[src/rtl/yd_fetch_decode.sv]
`default_nettype none
// ============================================================================
//  Module   : yd_fetch_decode
//  Purpose  : Instruction fetch/decode stage in front of the register file.
//             Fetches 16-bit instructions at the register-file PC, buffers
//             them in a small queue, decodes the head into register-file
//             addresses, and holds the PC across a PC-writing (branch)
//             instruction until execute reports the write.
//  Ports    : clk, rst (async, active low)
//             pc_i / jpc_o           - register-file PC and PC-hold control
//             imem_*                 - single-outstanding instruction fetch
//             stall_i, br_done_i     - execute-stage back-pressure / PC write
//             dec_valid, dec_pc, op, waddr0, we0, raddr0, raddr1, imm
//                                    - registered decode outputs
//  Revision : 1.0 - initial release
// ============================================================================
module yd_fetch_decode #(
    parameter int         QDEPTH = 2,
    parameter logic [3:0] NOP_OP = 4'h0,
    parameter logic [3:0] LDI_OP = 4'hE
) (
    input  logic        clk,
    input  logic        rst,
    input  logic [15:0] pc_i,
    output logic        jpc_o,
    output logic [15:0] imem_addr,
    output logic        imem_req,
    input  logic        imem_ready,
    input  logic [15:0] imem_data,
    input  logic        imem_valid,
    input  logic        stall_i,
    input  logic        br_done_i,
    output logic        dec_valid,
    output logic [15:0] dec_pc,
    output logic [3:0]  op,
    output logic [3:0]  waddr0,
    output logic        we0,
    output logic [3:0]  raddr0,
    output logic [3:0]  raddr1,
    output logic [15:0] imm
);
    localparam int          PW   = (QDEPTH > 1) ? $clog2(QDEPTH) : 1;
    localparam int          CW   = PW + 1;
    localparam logic [CW:0] QD_C = (CW+1)'(QDEPTH);

    typedef enum logic [0:0] {
        ST_FETCH  = 1'b0,
        ST_BRANCH = 1'b1
    } state_t;

    state_t        state;
    state_t        state_nxt;

    logic [15:0]   q_instr [QDEPTH];
    logic [15:0]   q_pc    [QDEPTH];
    logic [PW-1:0] wr_ptr;
    logic [PW-1:0] rd_ptr;
    logic [CW-1:0] count;

    logic          outstanding;
    logic          discard;
    logic [15:0]   out_pc;

    logic [CW:0]   reserved;
    logic          accept;
    logic          resp;
    logic          push;
    logic          load;
    logic          branch_take;
    logic          out_next;
    logic [15:0]   head_instr;

    assign head_instr = q_instr[rd_ptr];
    assign reserved   = {1'b0, count} + {{CW{1'b0}}, outstanding};

    // Only one fetch may be in flight; a new request is allowed while the
    // current one is being answered this cycle, which keeps back-to-back
    // fetches streaming. Gating with rst keeps the PC held during reset.
    assign imem_req  = rst & (state == ST_FETCH) & (reserved < QD_C) & ~discard
                       & (~outstanding | imem_valid);
    assign accept    = imem_req & imem_ready;
    assign jpc_o     = ~accept;
    assign imem_addr = pc_i;

    // Responses without a request in flight are ignored.
    assign resp     = imem_valid & outstanding;
    assign push     = resp & ~discard;
    assign load     = (count != '0) & (~dec_valid | ~stall_i);
    assign out_next = resp ? accept : (outstanding | accept);

    assign branch_take = load & (state == ST_FETCH)
                         & (head_instr[15:12] != NOP_OP)
                         & (head_instr[11:8] == 4'hF);

    always_comb begin
        state_nxt = state;
        case (state)
            ST_FETCH:  if (branch_take) state_nxt = ST_BRANCH;
            ST_BRANCH: if (br_done_i)   state_nxt = ST_FETCH;
            default:   state_nxt = ST_FETCH;
        endcase
    end

    // Queue payload: no reset needed, validity is carried by the pointers.
    always_ff @(posedge clk) begin
        if (push && !branch_take) begin
            q_instr[wr_ptr] <= imem_data;
            q_pc[wr_ptr]    <= out_pc;
        end
    end

    always_ff @(posedge clk or negedge rst) begin
        if (!rst) begin
            state       <= ST_FETCH;
            wr_ptr      <= '0;
            rd_ptr      <= '0;
            count       <= '0;
            outstanding <= 1'b0;
            discard     <= 1'b0;
            out_pc      <= '0;
        end else begin
            state       <= state_nxt;
            outstanding <= out_next;
            if (accept) out_pc <= pc_i;
            if (resp)   discard <= 1'b0;
            if (branch_take) begin
                // Everything younger than the branch is dropped: queued
                // entries now, and whatever fetch is still in flight later.
                discard <= out_next;
                wr_ptr  <= '0;
                rd_ptr  <= '0;
                count   <= '0;
            end else begin
                if (push) wr_ptr <= wr_ptr + 1'b1;
                if (load) rd_ptr <= rd_ptr + 1'b1;
                count <= count + CW'(push) - CW'(load);
            end
        end
    end

    always_ff @(posedge clk or negedge rst) begin
        if (!rst) begin
            dec_valid <= 1'b0;
            dec_pc    <= '0;
            op        <= '0;
            waddr0    <= '0;
            we0       <= 1'b0;
            raddr0    <= '0;
            raddr1    <= '0;
            imm       <= '0;
        end else if (load) begin
            dec_valid <= 1'b1;
            dec_pc    <= q_pc[rd_ptr];
            op        <= head_instr[15:12];
            waddr0    <= head_instr[11:8];
            we0       <= (head_instr[15:12] != NOP_OP);
            raddr0    <= head_instr[7:4];
            raddr1    <= head_instr[3:0];
            imm       <= (head_instr[15:12] == LDI_OP)
                         ? {{8{head_instr[7]}}, head_instr[7:0]} : 16'h0000;
        end else if (!stall_i) begin
            // Current instruction consumed with nothing behind it.
            dec_valid <= 1'b0;
        end
    end

endmodule
`default_nettype wire

[config.mk]
export PLATFORM = sky130hd
export DESIGN_NAME = yd_fetch_decode
export DESIGN_NICKNAME = d
export VERILOG_FILES = /design/src/rtl/yd_fetch_decode.sv
export SDC_FILE = /design/constraint.sdc
export NUM_CORES = 1
export LEC_CHECK = 0
export ABC_CLOCK_PERIOD_IN_PS = 5050
export CORE_MARGIN = 3
export CORE_UTILIZATION = 40
export CTS_CLUSTER_SIZE = 10
export DETAILED_ROUTE_END_ITERATION = 10
export PLACE_DENSITY = 0.65
export SLEW_MARGIN = 20
export SYNTH_ARGS = -nofsm -noshare
export SYNTH_HDL_FRONTEND = slang
export SYNTH_SLANG_ARGS = --single-unit
[constraint.sdc]
create_clock -name clk -period 5.05 [get_ports clk]
set_clock_uncertainty 0.2 [all_clocks]
set_input_delay 1.515 -clock clk [delete_from_list [all_inputs] [get_ports clk]]
set_output_delay 1.515 -clock clk [all_outputs]
set_load 0.05 [all_outputs]
==> flow_summary.toml, run 1 <==
[timing]
rsz0062_at_grt = "no"
period_share = 0.896
tightest_slew_ps = 1010
maxSlewViolCount = 0
hold_viol = 0
tns_ps = 0
slew_headroom = 0.325
setup_violations = 0
fmax_mhz = 221
min_period_ps = 4520

[critical_path]
crit_arrival_ps = 2810
crit_top_cell = "clkdlybuf4s50_1"
cp_slowest_cell = "clkdlybuf4s50_1"
path_cells = "clkdlybuf4s50_1 -> clkdlybuf4s50_1"
worstSetupPathType = "in -> out"
critPathCaptureType = "output pin"
max_stage_delay_ps = 810
critPathRequiredTime_ps = 3340
critPathMaxFanout = 2
crit_family = "buffers and inverters"
cp-start-kind = "input pin"
path_buf_inv = 2

[clock_tree]
cts_hold_buf = 0
cts-root-buf = "clkbuf_16"
cts.repair.resized = 0
path_clk_slew_ps = 50
numCtsBuffers = 17
cts_tree = "built"
htreeDepth = 4
post_cts_buffers = 0
cts_sinks = 129
clockBufferDepth = 2
clk-insertion-delay-late_ps = 400

[floorplanning]
dieHeight_um = 117
rows = 40
core_um2 = 12100
die_area_um2 = 13800
die_width_um = 117
start_util = 0.411
ios = 106

[placed_design]
gp_congestion = 0.759
placed_cell_area_um2 = 6070
hpwlAfterDp_mm = 5.87
port_buffers = 105

[outcome]
status = "finished, final reports clean"

[synth]
synth_nets = 371
synthTopCellsByCount = "dfrtp_1 (65), edfxtp_1 (64), mux2i_1 (30)"
synth-main-ff-cell = "dfrtp_1"
ys_seq_area_frac = 0.717
synth_area_um2 = 4950
synth_top_area_cell = "edfxtp_1"
yosysTopAreaCellShare = 0.388
synth_seq_cells = 129
netlist_top_cells_area = "edfxtp_1 (39%), dfrtp_1 (33%), mux2i_1 (6.1%)"
synth-edff-count = 64
async_flop_share = 0.504
synthCells = 331
synth_most_common_cell = "dfrtp_1"
yosysWarnings = 0
synth_area_per_cell_um2 = 15.0
ys_types = 38

[final_layout]
diodes = 0
area_delta_synth_final_pct = 35.7
stdcell_area_um2 = 6720
postLayoutCoreUtil = 0.557
fin_nets = 466
drive_gt1_frac = 0.130

[power_and_ir_drop]
p_per_area_nw_per_um2 = 670
power_leakage_nw = 2.69
ir_drop_uv = 263

[route]
drt-pass1-iter-count = 4
drc = 0
wirelength_mm = 9.09
drt_iter0_drc = 108
wl_per_cell_um = 15.0
ant_nets = 0
routed-via-count = 2832
via_per_inst = 4.67

[global_route]
grt.total_usage = 0.143
grt_max_degree = 78
grt_antenna_before_repair = 0
grt_pass1_wl_mm = 14.6
overflow = 0
grt_pass1_vias = 2914

[worst_hold_path]
hold_path.class = "reg -> reg"

[flow_run]
cap_viol_max_count = 0
-- power breakdown --
group / internal, mW / switching [mW] / leakage [nW]
registers: 1.44 / 0.169 / 1.38
logic: 0.573 / 1.01 / 1.00
clock network: 0.900 / 0.419 / 0.308
total: 2.91 / 1.59 / 2.69
-- metrics by stage --
step / total power [mW] / setup WS, ps / hold WS [ps] / std cells
detailed placement: 3.23 / 510 / 255 / 575
floorplan: 2.70 / 13.3 / 237 / 331
global route: 4.74 / 480 / 287 / 607
CTS: 4.57 / 510 / 268 / 607
global placement: 3.20 / 544 / 247 / 575
finish: 4.50 / 526 / 264 / 607
-- cells by family (layout without fill, tap and decap cells) --
group / after synthesis / after routing / synth area share
simple gates: 55 / 55 / 0.0536
compound gates: 54 / 54 / 0.0705
fa+ha+maj: 2 / 2 / 0.00505
xor+xnor: 3 / 3 / 0.00531
mux: 46 / 46 / 0.0970
flops: 129 / 129 / 0.717
buf+inv: 42 / 150 / 0.0520
-- cell type report --
cell class                      count  area, µm²
Multi-Input combinational cell    160       1170
Sequential cell                   129       3550
Timing Repair Buffer              114       1120
Inverter                            4       15.0
Clock buffer                       22        464
Fill cell                         980       5340
Clock inverter                     10        183
Tap cell                          168        210
-- sequential cells by signal, summed over array words and instances, names as in the netlist, 4 cells and up --
name / cells
waddr0: 4
q_pc: 32
q_instr: 32
raddr0: 4
out_pc: 16
raddr1: 4
dec_pc: 16
op: 4
imm: 8
-- placed cells by master (no fill, tap or decap), drive strengths merged, types with 5 or more instances in the layout --
cell / Yosys / routed
clkdlybuf4s50: 0 / 102
dfrtp: 65 / 65
edfxtp: 64 / 64
mux2i: 30 / 30
nand2: 30 / 30
o21ai: 27 / 27
clkbuf: 11 / 22
mux2: 16 / 16
buf: 27 / 12
nor2: 10 / 10
a21o: 9 / 9
a22o: 8 / 8
bufinv: 0 / 5
-- final timing paths --
path                                 from            end  slack, ps  depth (start not counted)
worst max-delay path             pc_i[11]  imem_addr[11]        530                          2
worst max register to register     rd_ptr     q_pc[1][0]       1790                          6
max in group asynchronous             rst         rd_ptr       2940                          2
min in group asynchronous             rst      waddr0[1]       1130                          2
worst min register to register  out_pc[6]     q_pc[0][6]        260                          0
worst min-delay path            out_pc[6]     q_pc[0][6]        260                          0
-- layer usage --
layer	global-route usage	wire, µm	part of all wire	vias up
met5	0	0	0	-
met4	0.0673	127	0.014	0
met3	0.0494	488	0.054	11
met2	0.233	4540	0.50	80
met1	0.171	3930	0.43	1373
li1	-	-	-	1368
Power figures use the tool's default switching activity.
==> run 2: changes to the inputs <==
--- a/config.mk
+++ b/config.mk
@@ -9,6 +9,5 @@
 export CORE_MARGIN = 3
-export CORE_UTILIZATION = 40
+export CORE_UTILIZATION = 30
 export CTS_CLUSTER_SIZE = 10
 export DETAILED_ROUTE_END_ITERATION = 10
-export PLACE_DENSITY = 0.65
 export SLEW_MARGIN = 20
--- a/constraint.sdc
+++ b/constraint.sdc
@@ -4,2 +4,2 @@
 set_output_delay 1.515 -clock clk [all_outputs]
-set_load 0.05 [all_outputs]
+set_load 0.01 [all_outputs]
==> run 2 against run 1 <==
Against the previous run:
- wire length increased by 7.7%
- utilization fell by 14 points
- global-route usage down 2.7 points
- sequential cell count unchanged
- cell count up 7.6%
- power shrank 17%
- register-to-register slack worse by 30 ps
- first-iteration DRC count decreased by 27%
- critical path depth is 3 higher
- design area decreased by 1.5%
- sequential share of layout area up 0.78 points
- clock-buffer cell count down 2
- critical path type unchanged
- critical endpoint is now jpc_o
- largest power group unchanged
==> flow_summary.toml, run 2 (synthesized netlist as in run 1, its figures left out) <==
[outcome]
status = "finished, final reports clean"

[critical_path]
r2r_cells = 6
critPathMaxFanout = 3
r2r_slack_ps = 1760
cp-start-kind = "input pin"
critPathRequiredTime_ps = 3340
worstSetupPathType = "in -> out"
crit_arrival_ps = 2890
critPathCaptureType = "output pin"

[clock_tree]
cts-root-buf = "clkbuf_16"
clk-insertion-delay-late_ps = 420
numCtsBuffers = 17
post_cts_buffers = 0
cts.repair.resized = 0
path_clk_slew_ps = 50
cts_hold_buf = 0
cts_tree = "built"
clockBufferDepth = 2
htreeDepth = 4
cts_sinks = 129

[final_layout]
area_delta_synth_final_pct = 33.7
diodes = 0
drive_gt1_frac = 0.119
final_common_cell = "clkdlybuf4s50_1"
fin_nets = 464
mostFrequentLayoutCells = "clkdlybuf4s50_1 (104), dfrtp_1 (64), edfxtp_1 (64)"
largestRegisters = "q_instr: 32 flops, q_pc: 32 flops"

[worst_hold_path]
hold_path.class = "reg -> reg"
whs_path_depth = 0

[power_and_ir_drop]
power_leakage_nw = 2.62
p_per_area_nw_per_um2 = 564
ir_drop_uv = 216

[timing]
worst_slack_ps = 445
min_period_ps = 4600
fmax_mhz = 217
rsz0062_at_grt = "no"
period_share = 0.912
setup_violations = 0
slew_headroom = 0.412
hold_viol = 0
maxSlewViolCount = 0
tightest_slew_ps = 882
tns_ps = 0

[route]
drt_iter0_drc = 79
wl_per_cell_um = 15.0
wirelength_mm = 9.79
drt-pass1-iter-count = 4
drc = 0
routed-via-count = 2850
via_per_inst = 4.36
ant_nets = 0

[floorplanning]
rows = 46
ios = 106
die_area_um2 = 18100
core_um2 = 16000
die_width_um = 134
dieHeight_um = 134
start_util = 0.310

[placed_design]
gp_congestion = 0.710
dp_slack_ps = 428
port_buffers = 105
hpwlAfterDp_mm = 6.52

[global_route]
grt_antenna_before_repair = 1
overflow = 0
grt.total_usage = 0.116
grt_pass1_vias = 3005
grt_max_degree = 78
grt_pass1_wl_mm = 15.7

[flow_run]
cap_viol_max_count = 0
run 2: metrics by stage:
step / hold WS, ps / instance area, µm² / cells / utilization / total power, mW
after floorplan: 237 / 4950 / 331 / - / 2.22
after global placement: 247 / 6110 / 621 / 0.382 / 2.71
after detailed placement: 248 / 6120 / 621 / 0.382 / 2.74
after CTS: 262 / 6620 / 653 / 0.414 / 3.81
after global routing: 278 / 6620 / 653 / 0.414 / 3.97
final: 264 / 6620 / 653 / 0.414 / 3.74
run 2: metal layers:
layer	vias up	share of wire	global-route usage
li1	1368	-	-
met3	17	0.060	0.0387
met1	1378	0.41	0.131
met5	-	0.0011	0
met2	85	0.50	0.196
met4	2	0.022	0.0622
run 2: path summary, 6_finish.rpt:
path,start,to
min in group asynchronous,rst,waddr0[1]
hold / removal,out_pc[0],q_pc[0][0]
max in group asynchronous,rst,rd_ptr
setup / recovery,imem_valid,jpc_o
hold reg to reg,out_pc[0],q_pc[0][0]
setup reg to reg,rd_ptr,q_pc[1][2]
run 2: where the power goes:
part | internal [mW] | switching, mW
logic | 0.567 | 0.502
registers | 1.44 | 0.184
clock network | 0.616 | 0.427
total | 2.62 | 1.11
run 2: final cells by class:
cell class,count,area (µm²)
fillers,1534,9380
flip-flops and latches,129,3550
multi-input cells,160,1180
repair buffers,112,1100
clock buffers,20,437
well taps,216,270
clock inverters,12,70.1
inverters,4,15.0
run 2: worst max-delay path, cell delays in order:
cell	delay, ps
clkdlybuf4s50_1	500
nand2b_1	80
a21boi_2	170
nand2_2	120
clkdlybuf4s50_1	500
